[src/rtl/regfile_pkg.sv]
// Shared definitions for the register-file write path.
// Provides the write-port FSM state encoding, the default register-index
// width, the power-on values of sp/tp, and init_value(), which maps a
// register index to its power-on value.
package regfile_pkg;

  localparam int unsigned REG_IDX_W = 5;
  localparam int unsigned REG_DATA_W = 32;

  localparam int unsigned SP_IDX_DEFAULT = 2;
  localparam int unsigned TP_IDX_DEFAULT = 4;
  localparam logic [REG_DATA_W-1:0] SP_INIT_DEFAULT = 32'h4000_0000;
  localparam logic [REG_DATA_W-1:0] TP_INIT_DEFAULT = 32'h1000_0000;

  typedef enum logic {
    ST_INIT = 1'b0,
    ST_RUN  = 1'b1
  } state_t;

  // Power-on value of a register with the default sp/tp placement.
  function automatic logic [REG_DATA_W-1:0] init_value(input logic [REG_IDX_W-1:0] idx);
    if (idx == REG_IDX_W'(SP_IDX_DEFAULT)) return SP_INIT_DEFAULT;
    if (idx == REG_IDX_W'(TP_IDX_DEFAULT)) return TP_INIT_DEFAULT;
    return '0;
  endfunction

endpackage

[src/rtl/regfile_write_port_ctrl_if.sv]
// Core write-back request channel into the register-file write port.
//   wr_en    core write valid
//   wr_addr  destination register index
//   wr_data  write data
//   wr_ready write port can accept
// Handshake: a write transfers on every clk edge where wr_en && wr_ready;
// wr_addr/wr_data are only meaningful while wr_en is high, and the core
// must hold them stable until the transfer happens.
interface regfile_write_port_ctrl_if #(
  parameter int ADDR_WIDTH = 5,
  parameter int DATA_WIDTH = 32
) ();

  logic                  wr_en;
  logic [ADDR_WIDTH-1:0] wr_addr;
  logic [DATA_WIDTH-1:0] wr_data;
  logic                  wr_ready;

  modport master (output wr_en, output wr_addr, output wr_data, input wr_ready);
  modport slave  (input wr_en, input wr_addr, input wr_data, output wr_ready);

endinterface

[src/rtl/regfile_write_port_ctrl.sv]
// Write-side front end of the block-RAM register file.
// After hwrst, or on init_req, sweeps every entry with its power-on value
// (sp/tp get their initial pointers, everything else 0) while stalling the
// core. Otherwise forwards core writes to RAM port A one cycle later and
// drops writes to x0.
// Ports:
//   clk, hwrst  clock and synchronous active-high reset
//   init_req    single-cycle software re-initialisation request
//   bus         core write channel (slave side)
//   init_busy   sweep in progress
//   init_done   one-cycle pulse in the first RUN cycle after a sweep
//   ram_*       registered RAM port A controls
//   dbg_state   current FSM state
module regfile_write_port_ctrl
  import regfile_pkg::*;
#(
  parameter int DATA_WIDTH = 32,
  parameter int ADDR_WIDTH = REG_IDX_W,
  parameter int DATA_DEPTH = 32,
  parameter int SP_IDX = SP_IDX_DEFAULT,
  parameter logic [DATA_WIDTH-1:0] SP_INIT = SP_INIT_DEFAULT,
  parameter int TP_IDX = TP_IDX_DEFAULT,
  parameter logic [DATA_WIDTH-1:0] TP_INIT = TP_INIT_DEFAULT
) (
  input  logic                      clk,
  input  logic                      hwrst,
  input  logic                      init_req,
  regfile_write_port_ctrl_if.slave  bus,
  output logic                      init_busy,
  output logic                      init_done,
  output logic                      ram_ena,
  output logic                      ram_wea,
  output logic [ADDR_WIDTH-1:0]     ram_addra,
  output logic [DATA_WIDTH-1:0]     ram_dia,
  output state_t                    dbg_state
);

  localparam logic [ADDR_WIDTH-1:0] LAST_IDX = ADDR_WIDTH'(DATA_DEPTH - 1);

  state_t                state;
  logic [ADDR_WIDTH-1:0] cnt;
  // Index swept this cycle: a restart request inside a sweep jumps straight
  // to x0 so the very next RAM write is x0.
  logic [ADDR_WIDTH-1:0] sweep_idx;

  function automatic logic [DATA_WIDTH-1:0] sweep_value(input logic [ADDR_WIDTH-1:0] idx);
    if (idx == ADDR_WIDTH'(SP_IDX)) return SP_INIT;
    if (idx == ADDR_WIDTH'(TP_IDX)) return TP_INIT;
    return '0;
  endfunction

  assign sweep_idx    = init_req ? '0 : cnt;
  assign bus.wr_ready = (state == ST_RUN);
  assign init_busy    = (state == ST_INIT);
  assign dbg_state    = state;

  always_ff @(posedge clk) begin
    if (hwrst) begin
      state     <= ST_INIT;
      cnt       <= '0;
      ram_ena   <= 1'b0;
      ram_wea   <= 1'b0;
      ram_addra <= '0;
      ram_dia   <= '0;
      init_done <= 1'b0;
    end else begin
      init_done <= 1'b0;
      case (state)
        ST_INIT: begin
          ram_ena   <= 1'b1;
          ram_wea   <= 1'b1;
          ram_addra <= sweep_idx;
          ram_dia   <= sweep_value(sweep_idx);
          // Terminal compare on DATA_DEPTH-1, never on counter wrap.
          if (sweep_idx == LAST_IDX) begin
            state     <= ST_RUN;
            cnt       <= '0;
            init_done <= 1'b1;
          end else begin
            cnt <= sweep_idx + ADDR_WIDTH'(1);
          end
        end
        ST_RUN: begin
          // Writes to x0 complete the handshake but never reach the RAM.
          if (bus.wr_en && (bus.wr_addr != '0)) begin
            ram_ena   <= 1'b1;
            ram_wea   <= 1'b1;
            ram_addra <= bus.wr_addr;
            ram_dia   <= bus.wr_data;
          end else begin
            ram_ena <= 1'b0;
            ram_wea <= 1'b0;
          end
          if (init_req) begin
            state <= ST_INIT;
            cnt   <= '0;
          end
        end
        default: begin
          state <= ST_INIT;
          cnt   <= '0;
        end
      endcase
    end
  end

endmodule

[src/flat_wrapper.sv]
// flat-port wrapper written by rule: the top's interface ports become plain ports
module regfile_write_port_ctrl_flat import regfile_pkg::*;
#(
  parameter int DATA_WIDTH = 32,
  parameter int ADDR_WIDTH = REG_IDX_W,
  parameter int DATA_DEPTH = 32,
  parameter int SP_IDX = SP_IDX_DEFAULT,
  parameter logic [DATA_WIDTH-1:0] SP_INIT = SP_INIT_DEFAULT,
  parameter int TP_IDX = TP_IDX_DEFAULT,
  parameter logic [DATA_WIDTH-1:0] TP_INIT = TP_INIT_DEFAULT
)
  (clk, hwrst, init_req, init_busy, init_done, ram_ena, ram_wea, ram_addra, ram_dia, dbg_state, bus_wr_en, bus_wr_addr, bus_wr_data, bus_wr_ready);
  regfile_write_port_ctrl_if #(.ADDR_WIDTH(ADDR_WIDTH), .DATA_WIDTH(DATA_WIDTH)) bus_i ();
  input  logic clk;
  input  logic hwrst;
  input  logic init_req;
  output logic init_busy;
  output logic init_done;
  output logic ram_ena;
  output logic ram_wea;
  output logic [ADDR_WIDTH-1:0] ram_addra;
  output logic [DATA_WIDTH-1:0] ram_dia;
  output state_t dbg_state;
  input wire logic [$bits(bus_i.wr_en)-1:0] bus_wr_en;
  input wire logic [$bits(bus_i.wr_addr)-1:0] bus_wr_addr;
  input wire logic [$bits(bus_i.wr_data)-1:0] bus_wr_data;
  output wire logic [$bits(bus_i.wr_ready)-1:0] bus_wr_ready;
  assign bus_i.wr_en = bus_wr_en;
  assign bus_i.wr_addr = bus_wr_addr;
  assign bus_i.wr_data = bus_wr_data;
  assign bus_wr_ready = bus_i.wr_ready;
  regfile_write_port_ctrl #(.DATA_WIDTH(DATA_WIDTH), .ADDR_WIDTH(ADDR_WIDTH), .DATA_DEPTH(DATA_DEPTH), .SP_IDX(SP_IDX), .SP_INIT(SP_INIT), .TP_IDX(TP_IDX), .TP_INIT(TP_INIT)) u_core (.clk(clk), .hwrst(hwrst), .init_req(init_req), .bus(bus_i), .init_busy(init_busy), .init_done(init_done), .ram_ena(ram_ena), .ram_wea(ram_wea), .ram_addra(ram_addra), .ram_dia(ram_dia), .dbg_state(dbg_state));
endmodule
[config.mk]
export PLATFORM = sky130hd
export DESIGN_NAME = regfile_write_port_ctrl_flat
export DESIGN_NICKNAME = d
export VERILOG_FILES = /design/src/rtl/regfile_pkg.sv /design/src/rtl/regfile_write_port_ctrl_if.sv /design/src/rtl/regfile_write_port_ctrl.sv /design/src/flat_wrapper.sv
export SDC_FILE = /design/constraint.sdc
export NUM_CORES = 1
export LEC_CHECK = 0
export CORE_ASPECT_RATIO = 1.2
export CORE_MARGIN = 2
export CORE_UTILIZATION = 47
export CTS_BUF_LIST = sky130_fd_sc_hd__clkbuf_16
export CTS_CLUSTER_DIAMETER = 50
export DETAILED_ROUTE_END_ITERATION = 7
export GPL_TIMING_DRIVEN = 0
export HOLD_SLACK_MARGIN = 0.1
export PLACE_DENSITY_LB_ADDON = 0.3
export SETUP_SLACK_MARGIN = 0.5
export SLEW_MARGIN = 25
export SYNTH_ARGS = -nofsm -noshare
export SYNTH_HDL_FRONTEND = slang
export SYNTH_SLANG_ARGS = --single-unit
[constraint.sdc]
create_clock -name clk -period 2.05 [get_ports clk]
set_clock_uncertainty 0.2 [all_clocks]
set_input_delay 0.41 -clock clk [delete_from_list [all_inputs] [get_ports clk]]
set_output_delay 0.41 -clock clk [all_outputs]
set_load 0.02 [all_outputs]
# == Word-level counts from Yosys, hierarchy flattened ==
# Index checks and enable logic that the tools add are counted.
# op_classes
addsub,1
n_eq_ne,4
muxes,23
bitwise_logic,1
reduce_logical,3
# op_table
operator,n
32-bit two-way mux,5
32-bit one-hot mux with 2 select lines,1
5-bit one-hot mux with 2 select lines,2
5-bit two-way mux,3
1-bit two-way mux,10
5-bit by 1-bit adder with 5-bit output (second input constant),1
5-bit by 2-bit equality test with 1-bit output (second input constant),1
5-bit by 3-bit equality test with 1-bit output (second input constant),1
5-bit equality test (second input constant),1
5-bit nonzero test,1
1-bit one-hot mux with 2 select lines,2
2-bit != test (second input constant),1
2-bit OR reduction,1
1-bit logical AND,1
1-bit NOT,1
# word_totals
regBits,45
in_bits,41
out_inout_bits,43

# == Logic depth before layout (Yosys ltp) ==
# logic_depth
depth_word,11
ltp_mapped,6

# == Least setup slack after synthesis ==
# OpenSTA, ideal clock, no wires.
# synth_path
path_kind,input-to-reg
start,input port init_req
end,register u_core.cnt[3]
setup_ps,83
arrival_time_ps,1536
required_ps,1767
slack_ps,231
path_stages,5
n_path_buf,0
cell_sequence,and4b_1 > and2_1 > ha_1 > or4_1 > o221ai_1
# synth_via
elab_chain_len,4
elab_cells_between_ends,5
# synth_rtl
item,line,source
start: declaration,flat_wrapper.sv:16,input logic init_req;
5-bit two-way mux (*),n/a,
5-bit by 1-bit adder with 5-bit output / 5-bit equality test (equally long branches),"regfile_write_port_ctrl.sv:80, regfile_write_port_ctrl.sv:75",
5-bit two-way mux,regfile_write_port_ctrl.sv:75,if (sweep_idx == LAST_IDX) begin
5-bit one-hot mux with 2 select lines (*),regfile_write_port_ctrl.sv:68,case (state)
end signal: assignment,regfile_write_port_ctrl.sv:80,cnt <= sweep_idx + ADDR_WIDTH'(1);
end: declaration,regfile_write_port_ctrl.sv:41,logic [ADDR_WIDTH-1:0] cnt;
# Every way passes the cells marked *; elsewhere a longest branch is shown, timed or not.
# A chain may end at the register's enable or synchronous reset.

# == Worst setup path after layout ==
# layout_path
start,"register u_core.state, in the netlist u_core.bus.wr_ready"
end,output port init_busy
# layout_via
elab_chain_len,1
# layout_rtl
item,line,source
start: declaration,regfile_write_port_ctrl.sv:40,state_t state;
start signal: assignment,regfile_write_port_ctrl.sv:59,state <= ST_INIT;
start signal: assignment,regfile_write_port_ctrl.sv:76,state <= ST_RUN;
start signal: assignment,regfile_write_port_ctrl.sv:95,state <= ST_INIT;
1-bit NOT,regfile_write_port_ctrl.sv:54,assign init_busy = (state == ST_INIT);
end: declaration,flat_wrapper.sv:17,output logic init_busy;
# Every way passes these cells.

==> out/results.tsv <==
metric	value	unit
run status	finished, final reports clean	
Crit Path Class	register to output port	
DRC	0	
DRT Pass-1 Iters	7	
via count	3416	
CTS Hold Bufs	0	
FF+latch count, synth	45	
starting density of the core	48.5	%
P per Cell Area	468	nW/um^2
Primary FF master, synth	dfxtp_1	
Net Sw Frac	26.5	%
Tmin final	1.67	ns
Initial DRC Count	466	
Leak	1.56	nW
clk buf depth	2	
Num CTS Buffers	5	
Seq pwr share	44.7	%
clk_lat worst skew	0.29	ns
global route total overflow	0	
Worst setup SP type	register	
synthesized area per cell	8.70	sq um
Net Sw Power	0.524	mW
Post-Layout Cell Count	484	
Clk Tree Root Cell	clkbuf_16	
wire length per cell	21.5	um
antenna violations before repair	0	
dpl cells	459	
n_diodes	0	
Core Region	5630	sq um
synth unique cells	34	
Clock transition at path regs	0.06	ns
Post-synth EDFFs	0	
worst hold path depth	2	
asr flop ratio synth	0	%
relative slew slack	65.9	%
# nets final	462	
worst hold path endpoint	u_core.cnt[2]$_SDFF_PP0_	
flop-to-flop setup slack	0.40	ns
gp weighted congestion	0.852	
max-cap violation count	0	
R2R Path Start	u_core.cnt[2]$_SDFF_PP0_	
Final ANT Viol Nets	0	
CTS tree	built	
Tcrit/Tclk final	81.6	%
Cell Area, Synth	2730	sq um
Req. time, crit path	1.44	ns
final setup violation count	0	
worst hold start	init_req	
Yosys warnings	0	
H-tree depth	2	
Design Area, Final	4220	sq um
Cell Rows	30	
share of cells above drive strength 1	36.7	%
Seq/Total Area, Yosys	33.0	%
Setup crit end kind	output port	
Hold Fails Final Rpt	0	
number of global-route vias before repair	3069	
Synth Instances	314	
number of top-level pins	84	
Vias/cell	7.06	
Synth-to-Final Area Change	54.6	%
largest net degree at the start of global routing	14	
r2r endpoint	u_core.cnt[3]$_SDFF_PP0_	
Max Slew Vio Count	0	
Max VDD drop	0.374	mV
chip width	73.6	um
TNS Setup	0	ns
RSZ-0062 raised after global routing	true	
PortBufs	81	
die area	6440	sq um
power share of the clock group	40.8	%
FMAX	0.598	GHz
Comb power frac	14.5	%
total power	1.98	mW
R2R depth	5	
worst hold slack	0.193	ns
placed cell areas	3670	sq um
DP Wirelength	6.11	mm
Worst Path Arrival	1.06	ns
Least-Margin Pin Slew	0.511	ns
global-route wire length before repair	15.0	mm
die span in y	87.5	um
hold crit path type	primary input to register	
post-synth net total	357	
Internal Pwr Total	1.45	mW
drt total wl	10.4	mm
crit-path max FO	7	
Total GRT Usage	29.0	%
clk sinks	45	
## placed cells by master, fill, tap and decap left out, drive strengths merged
master,netlist,layout
buf,25,69
dfxtp,45,45
nand4,40,40
nand3,33,33
clkdlybuf4s50,0,32
clkbuf,22,31
nor4bb,30,30
a41oi,30,30
nand4b,22,22
clkdlybuf4s15,0,16
nor2,8,8
a211oi,5,5
inv,4,5
a21oi,5,5
nor3,5,5
nand2b,4,4
nand2,4,4
mux2i,4,4
nor2b,4,4
a311oi,3,3
nand3b,3,3
or4,2,2
mux2,2,2
o211ai,2,2
clkinv,0,2
dlygate4sd2,0,2
o21ai,2,2
ha,2,2
and4b,1,1
and2,1,1
nor4,1,1
o221ai,1,1
and3,1,1
o31ai,1,1
a31oi,1,1
xnor2,1,1
## cell type report
| class | count | area [sq um] |
|---|---|---|
| plain buffers | 47 | 355 |
| clock buffers | 5 | 125 |
| clock inverters | 3 | 13.8 |
| fillers | 401 | 1410 |
| inverters | 4 | 20.0 |
| multi-input cells | 218 | 1820 |
| flip-flops and latches | 45 | 908 |
| well taps | 64 | 80.1 |
| repair buffers | 98 | 898 |
## how the worst max path moves through the flow
| stage | from | to | slack, ns | cells after the start |
|---|---|---|---|---|
| 2_1_floorplan | init_req | u_core.cnt[3]$_SDFF_PP0_ | 0.40 | 5 |
| 3_3_place_gp | bus_wr_addr[2] | u_core.ram_dia[26]$_SDFFE_PP0P_ | -0.37 | 5 |
| 3_5_place_dp | bus_wr_addr[2] | u_core.ram_dia[10]$_SDFFE_PP0P_ | -0.39 | 5 |
| 4_1_cts | u_core.bus.wr_ready$_SDFF_PP0_ | init_busy | 0.28 | 4 |
| 5_1_grt | u_core.bus.wr_ready$_SDFF_PP0_ | init_busy | 0.36 | 4 |
| 6_report | u_core.bus.wr_ready$_SDFF_PP0_ | init_busy | 0.38 | 4 |
## Yosys cell counts (2+ instances only)
| cell type | count | share of area (%) |
|---|---|---|
| inv_1 | 4 | 0.55 |
| nand2_1 | 4 | 0.55 |
| o21ai_0 | 2 | 0.37 |
| o211ai_1 | 2 | 0.55 |
| clkbuf_1 | 22 | 3.0 |
| buf_4 | 2 | 0.55 |
| nor3_1 | 5 | 0.92 |
| nor2b_1 | 4 | 0.92 |
| nand3b_1 | 3 | 0.82 |
| a21oi_1 | 5 | 0.92 |
| nand4_1 | 40 | 9.2 |
| mux2i_1 | 4 | 1.5 |
| nand2b_1 | 4 | 0.92 |
| a41oi_1 | 30 | 9.6 |
| mux2_2 | 2 | 0.82 |
| nor2_1 | 8 | 1.1 |
| ha_1 | 2 | 0.92 |
| a311oi_1 | 3 | 0.96 |
| buf_2 | 13 | 2.4 |
| dfxtp_1 | 45 | 33 |
| or4_1 | 2 | 0.55 |
| a211oi_1 | 5 | 1.4 |
| nor4bb_1 | 30 | 11 |
| nand3_1 | 33 | 6.0 |
| buf_1 | 10 | 1.4 |
| nand4b_1 | 22 | 7.1 |
## power groups by stage
stage / clock [mW] / combinational (mW) / sequential (mW)
after global placement: 0 / 0.236 / 0.904
after CTS: 0.797 / 0.258 / 0.884
after global routing: 0.829 / 0.298 / 0.884
after floorplan: 0 / 0.102 / 0.906
after detailed placement: 0 / 0.239 / 0.904
final: 0.807 / 0.286 / 0.884
## critical path, cell delays in order (launching register included)
cell	delay (ns)
dfxtp_4	0.35
buf_6	0.13
buf_8	0.13
inv_6	0.05
buf_6	0.10
## metrics by stage
stage                     util (%)  setup WS [ns]
after floorplan                  -          0.401
after global placement        65.1         -0.369
after detailed placement      65.1         -0.395
after CTS                     71.4          0.276
after global routing          75.0          0.363
final                         75.0          0.378
## kinds of logic after synthesis
kind of cell             share of synthesized area, %
multiplexers                                     2.29
AND/OR/NAND/NOR                                  40.8
XOR/XNOR                                        0.321
buffers and inverters                            7.88
adder cells (fa/ha/maj)                         0.916
AO/OA/AOI/OAI                                    14.8
flip-flops                                       33.0
## flip-flops by register name, indices dropped and copies added (netlist names)
signal               flops
u_core.ram_dia          32
u_core.cnt               5
u_core.ram_addra         5
u_core.bus.wr_ready      1
u_core.init_done         1
u_core.ram_ena           1
## routing by layer
metal | vias to the layer above | wire length [um] | share of wire [%] | GRT usage (%)
li1 | 1493 | - | - | -
met1 | 1644 | 4090 | 39 | 38.1
met3 | 34 | 877 | 8.4 | 5.21
met4 | 0 | 271 | 2.6 | 10.6
met2 | 245 | 5180 | 50 | 47.4
met5 | - | 0 | 0 | 0
## timing repair
item,in CTS,in global routing
pin swaps,8,11
endpoints found under the setup margin,88,66
gates cloned,3,2
buffers inserted,6,6
resized for setup,203,92
Power figures use the tool's default switching activity.
